[src/rtl/ram_arbiter.sv]
// Two-master round-robin arbiter in front of a single-port data RAM.
// Supports locked bursts and returns read data with a registered valid strobe.
module ram_arbiter #(
   parameter int AWIDTH    = 8,
   parameter int DWIDTH    = 16,
   parameter int MAX_BURST = 4
) (
   input  logic              clk,
   input  logic              rst,
   input  logic              i_m0_req,
   input  logic              i_m0_we,
   input  logic              i_m0_lock,
   input  logic [AWIDTH-1:0] i_m0_addr,
   input  logic [DWIDTH-1:0] i_m0_wdata,
   input  logic              i_m1_req,
   input  logic              i_m1_we,
   input  logic              i_m1_lock,
   input  logic [AWIDTH-1:0] i_m1_addr,
   input  logic [DWIDTH-1:0] i_m1_wdata,
   output logic              o_m0_gnt,
   output logic              o_m1_gnt,
   output logic              o_m0_rvalid,
   output logic              o_m1_rvalid,
   output logic [DWIDTH-1:0] o_m0_rdata,
   output logic [DWIDTH-1:0] o_m1_rdata,
   output logic              o_ram_rd,
   output logic              o_ram_wr,
   output logic [AWIDTH-1:0] o_ram_raddr,
   output logic [AWIDTH-1:0] o_ram_waddr,
   output logic [DWIDTH-1:0] o_ram_wdata,
   input  logic [DWIDTH-1:0] i_ram_rdata
);

   localparam int             CW      = (MAX_BURST > 1) ? $clog2(MAX_BURST) : 1;
   localparam logic [CW-1:0]  LAST    = CW'(MAX_BURST - 1);
   localparam logic           LOCK_EN = 1'(MAX_BURST > 1);

   typedef enum logic [1:0] {IDLE, OWN0, OWN1} state_t;

   state_t        r_state, w_nstate;
   logic          r_last, w_nlast;
   logic [CW-1:0] r_cnt, w_ncnt;
   logic          r_rv0, r_rv1;
   logic          w_gnt0, w_gnt1, w_any, w_we;

   always_ff @(posedge clk) begin
      if (!rst) begin
         r_state <= IDLE;
         r_last  <= 1'b1;
         r_cnt   <= '0;
         r_rv0   <= 1'b0;
         r_rv1   <= 1'b0;
      end else begin
         r_state <= w_nstate;
         r_last  <= w_nlast;
         r_cnt   <= w_ncnt;
         r_rv0   <= w_gnt0 & ~i_m0_we;
         r_rv1   <= w_gnt1 & ~i_m1_we;
      end
   end

   // The burst counter runs whether or not the owner is granted, so an idle owner still times out.
   always_comb begin
      w_nstate = r_state;
      w_nlast  = r_last;
      w_ncnt   = r_cnt;
      case (r_state)
         IDLE: begin
            if (w_gnt0) begin
               w_nlast = 1'b0;
               if (i_m0_lock && LOCK_EN) begin
                  w_nstate = OWN0;
                  w_ncnt   = CW'(1);
               end
            end else if (w_gnt1) begin
               w_nlast = 1'b1;
               if (i_m1_lock && LOCK_EN) begin
                  w_nstate = OWN1;
                  w_ncnt   = CW'(1);
               end
            end
         end
         OWN0: begin
            w_ncnt = r_cnt + CW'(1);
            if (!i_m0_lock || r_cnt == LAST) begin
               w_nstate = IDLE;
               w_nlast  = 1'b0;
               w_ncnt   = '0;
            end
         end
         OWN1: begin
            w_ncnt = r_cnt + CW'(1);
            if (!i_m1_lock || r_cnt == LAST) begin
               w_nstate = IDLE;
               w_nlast  = 1'b1;
               w_ncnt   = '0;
            end
         end
         default: w_nstate = IDLE;
      endcase
   end

   always_comb begin
      w_gnt0 = 1'b0;
      w_gnt1 = 1'b0;
      if (rst) begin
         case (r_state)
            IDLE: begin
               if (i_m0_req && (!i_m1_req || r_last)) w_gnt0 = 1'b1;
               else if (i_m1_req)                     w_gnt1 = 1'b1;
            end
            OWN0:    w_gnt0 = i_m0_req;
            OWN1:    w_gnt1 = i_m1_req;
            default: ;
         endcase
      end
   end

   assign w_any = w_gnt0 | w_gnt1;
   assign w_we  = w_gnt1 ? i_m1_we : i_m0_we;

   assign o_m0_gnt    = w_gnt0;
   assign o_m1_gnt    = w_gnt1;
   assign o_ram_rd    = w_any & ~w_we;
   assign o_ram_wr    = w_any & w_we;
   assign o_ram_raddr = w_gnt1 ? i_m1_addr  : (w_gnt0 ? i_m0_addr  : '0);
   assign o_ram_waddr = o_ram_raddr;
   assign o_ram_wdata = w_gnt1 ? i_m1_wdata : (w_gnt0 ? i_m0_wdata : '0);

   // A read strobe already in flight is hidden while reset is held.
   assign o_m0_rvalid = r_rv0 & rst;
   assign o_m1_rvalid = r_rv1 & rst;
   assign o_m0_rdata  = i_ram_rdata;
   assign o_m1_rdata  = i_ram_rdata;

endmodule
[config.mk]
export PLATFORM = sky130hd
export DESIGN_NAME = ram_arbiter
export DESIGN_NICKNAME = d
export VERILOG_FILES = /design/src/rtl/ram_arbiter.sv
export SDC_FILE = /design/constraint.sdc
export NUM_CORES = 1
export LEC_CHECK = 0
export BUFFER_PORTS_ARGS = -buffer_cell sky130_fd_sc_hd__clkbuf_2
export CAP_MARGIN = 20
export CORE_MARGIN = 2
export CORE_UTILIZATION = 31
export CTS_CLUSTER_SIZE = 8
export DETAILED_ROUTE_END_ITERATION = 8
export MAX_ROUTING_LAYER = met4
export PLACE_DENSITY = 0.81
export SETUP_SLACK_MARGIN = 0.4
export SKIP_LAST_GASP = 1
export SLEW_MARGIN = 20
export SYNTH_ARGS = -nofsm -noshare
export SYNTH_HDL_FRONTEND = slang
export SYNTH_SLANG_ARGS = --single-unit
[constraint.sdc]
create_clock -name clk -period 2.6 [get_ports clk]
set_input_delay 0.26 -clock clk [delete_from_list [all_inputs] [get_ports clk]]
set_output_delay 0.26 -clock clk [all_outputs]
set_load 0.01 [all_outputs]
Yosys cells after proc, flatten, opt, wreduce, memory -nomap -nowiden --
Index checks and enable logic that the tools add are counted.
Word-level totals: output and inout port bits 70, bits in registers 7, bits of input ports 72
Operators by class: add/sub/neg operators 1, reductions and logical operators 12, muxes and demuxes 30, equal/unequal tests 8, bitwise logic cells 10
Operators by type and width (number):
- 16-bit 2-to-1 mux | 2
- 2-bit 2-to-1 mux | 11
- 8-bit 2-to-1 mux | 2
- 2-bit case mux with 3 select lines | 2
- 1-bit 2-to-1 mux | 10
- 3-bit inequality test, second input constant | 3
- 4-bit AND reduction | 2
- 1-bit AND | 6
- 5-bit AND reduction | 1
- 2-bit == test, second input constant | 2
- 2-bit inequality test, second input constant | 2
- 1-bit case mux with 2 select lines | 2
- 1-bit logical NOT | 3
- 1-bit logical OR | 3
- 1-bit inverter | 3
- 1-bit case mux with 3 select lines | 1
- 3-bit nonzero test | 1
- 2-bit by 1-bit adder with 2-bit output, second input constant | 1
- 2-bit by 1-bit == test with 1-bit output, second input constant | 1
- 2-bit logical NOT | 1
- 1-bit logical AND | 1
- 1-bit bitwise OR | 1

Depth between registers and ports, before layout --
depth after elaboration 9, gate-level depth with buffers 9, gate-level depth less buffers 7

Worst setup path before layout --
OpenSTA, ideal clock, no wires.
path type flip-flop to output port, start point reg r_state[0], end point out o_ram_waddr[2], path slack 0.384 ns, arrival 1.956 ns, buffers on the path 2, data required time 2.340 ns, cell stages (with the launch flop) 10, path through dfxtp_1 -> inv_1 -> ha_1 -> a21boi_0 -> o211ai_1 -> inv_2 -> nor2_4 -> buf_4 -> a22o_1 -> buf_4
On the way: cells in the longest elaborated chain, start to end 5
RTL lines:
- from (decl) | line 40 | state_t r_state, w_nstate;
- from (signal assigned) | line 54 | r_state <= w_nstate;
- 2-bit by 1-bit == test with 1-bit output / 2-bit logical NOT (equally long branches) | line 107 | case (r_state)
- 1-bit case mux with 2 select lines | line 107
- 1-bit 2-to-1 mux | line 106 | if (rst) begin
- 8-bit 2-to-1 mux | line 126 | assign o_ram_raddr = w_gnt1 ? i_m1_addr : (w_gnt0 ? i_m0_addr : '0);
- 8-bit 2-to-1 mux * | line 126
- to (decl) | line 29 | output logic [AWIDTH-1:0] o_ram_waddr,
Every way passes the cells marked *; elsewhere a longest branch is shown, timed or not.

Worst setup path after layout --
Same ends and word-level chain as after synthesis.

==> results.tsv <==
metric	value	unit
number of synthesized flops with an enable pin	0	
area leader, netlist	buf_4	
Leak	0.817	nW
Worst R2R End	r_last	
Setup Skew	0.0106	ns
# diodes	0	
FMAX	0.453	GHz
largest net degree at the start of global routing	14	
initial antenna violation count	0	
layout cells sized above 1	0.665	
CTS Root Cell	clkbuf_4	
Ys Warns	0	
via count	1108	
Die Area	3850	sq um
Syn Nets	200	
CTS tree	built	
H-tree levels	1	
drt drc	0	
Worst Hold Path Cells	2	
gr ovfl total	0	
crit path kind	flip-flop to output pin	
Netlist Area Pre-Place	1040	sq um
hold_sp	i_m1_we	
Placed Area	1240	sq um
Setup violations, final	0	
RR Startpoint	r_state[0]	
Netlist cell types	33	
post-synthesis register bit count	7	
total core area	3280	sq um
HP Class	input pin to flip-flop	
fin. max-slew vios	0	
hold endpoint	r_rv1	
DRT Pass-1 Iters	4	
antenna-violating nets left	0	
crit path launch type	flip-flop	
CP Max Fanout	8	
Worst EP arrival	1.95	ns
min Tclk post-route	2.21	ns
RSZ-0062 raised after global routing	true	
clock slew at reported path FFs	0.06	ns
Rel. slew slack	0.763	
crit share post-route	0.850	
Avg Cell Area, Syn	8.49	sq um
Iter 0 DRT Violations	22	
number of global-route vias before repair	907	
FP Rows	21	
die span in y	62.1	microns
Synth Instances	123	
Main synth FF type	dfxtp_1	
Layout area overhead	39.3	%
Seq/Total Area, Yosys	0.134	
final WL	3.17	mm
die width	62.1	microns
input/output buffers	93	
CTS Sinks	7	
hpwl dp	2.29	mm
VDD IR-drop max	0.277	mV
Ports	142	
most common cell in the synthesized netlist	buf_4	
fraction of registers with async set/reset	0	
cell area after layout	1460	sq um
Power Density	757	nW/um^2
reg2reg setup slack	0.61	ns
nets	266	
leading cell types by count after synthesis	42 x buf_4, 25 x a22o_1, 7 x dfxtp_1, 7 x nand2_1, 5 x ha_1	
Reg2Reg Depth	7	
worst-skew pair later-pin latency	0.27	ns
status	completed	
Wirelength per Cell	13.5	microns
Setup crit end kind	output pin	
RD Place Congestion	0.878	
global-route wire length before repair	4.06	mm
final hold vios	0	
Initial Utilization	0.318	
setup_tns	0	ns
Max-Cap Viols	0	
worst-margin pin slew	0.354	ns
worst-case clock buffer depth	2	
total track usage	0.153	
Synth area leaders	buf_4 30%, a22o_1 21%, dfxtp_1 13%	
Avg Vias per Cell	4.74	
post-synth top area share	0.302	
total CTS buffers	3	
Required @ worst endpoint	2.34	ns
kinds of logic (layout without fill, tap and decap cells):
kind of cell               after synthesis  after routing  share of synthesized area
buffers and inverters                   50            114                      0.340
and+or+nand+nor                         20             21                      0.109
muxes                                    5              5                     0.0491
adders and majority gates                5              5                     0.0599
AOI/OAI and AO/OA                       36             36                      0.308
DFF                                      7              7                      0.134
sequential cells by signal, indices dropped and copies added, names as in the netlist:
name,count
r_rv1,1
r_last,1
r_rv0,1
r_cnt,2
r_state,2
cell type report:
class                           count  area (sq um)
Fill cell                         329          1830
Clock buffer                        4          26.3
Inverter                            4          15.0
Sequential cell                     7           143
Multi-Input combinational cell     67           601
Tap cell                           46          57.6
Timing Repair Buffer              106           613
power breakdown:
group / total (W) / switching [W] / internal [W]
registers: 0.000165 / 0.0000250 / 0.000140
logic: 0.000831 / 0.000395 / 0.000436
clock network: 0.000105 / 0.0000464 / 0.0000590
worst max path at each step:
stage / startpoint / end / depth (start not counted)
CTS: r_state[0] / o_ram_waddr[2] / 8
detailed placement: r_state[0] / o_ram_waddr[2] / 8
finish: r_state[0] / o_ram_waddr[2] / 8
global route: r_state[1] / o_ram_raddr[5] / 9
floorplan: r_state[0] / o_ram_waddr[2] / 9
global placement: r_state[0] / o_ram_waddr[2] / 8
stage by stage:
stage	util	setup slack [ns]	total power (W)	hold slack [ns]	instances
3_3_place_gp	0.377	0.260	0.000794	0.451	217
3_5_place_dp	0.377	0.159	0.000806	0.465	217
5_1_grt	0.443	0.260	0.00120	0.177	234
6_report	0.443	0.391	0.00110	0.182	234
2_1_floorplan	-	0.444	0.000690	0.344	123
4_1_cts	0.434	0.381	0.00107	0.177	233
worst max-delay path, cell delays in order, from the launching register on:
cell	delay, ns
dfxtp_2	0.32
buf_4	0.14
ha_1	0.24
nor3b_2	0.24
or2_4	0.21
nor2_4	0.06
buf_12	0.13
a22o_4	0.21
clkbuf_2	0.12
metal layers:
layer / global-route usage / routed length (microns) / part of all wire
met3: 0.0455 / 254 / 0.080
met4: 0.0729 / 44 / 0.014
met2: 0.253 / 1650 / 0.52
met5: - / 0 / 0
met1: 0.167 / 1220 / 0.38
cell usage in the layout, fill, tap and decap left out, types with 3 or more instances in the layout:
| cell | n |
|---|---|
| clkbuf_2 | 77 |
| a22o_1 | 24 |
| buf_2 | 16 |
| buf_4 | 8 |
| nand2_1 | 7 |
| dfxtp_1 | 5 |
| mux2i_1 | 4 |
| ha_1 | 4 |
| inv_2 | 3 |
| nor2_1 | 3 |
| clkbuf_4 | 3 |
what timing repair did:
item	in CTS	in global routing
endpoints found under the setup margin	36	33
pin swaps	4	1
hold buffers	0	0
resized for setup	13	22
cloned	2	0
buffers inserted	10	1
Note: power is estimated with default switching activity, not from simulation.
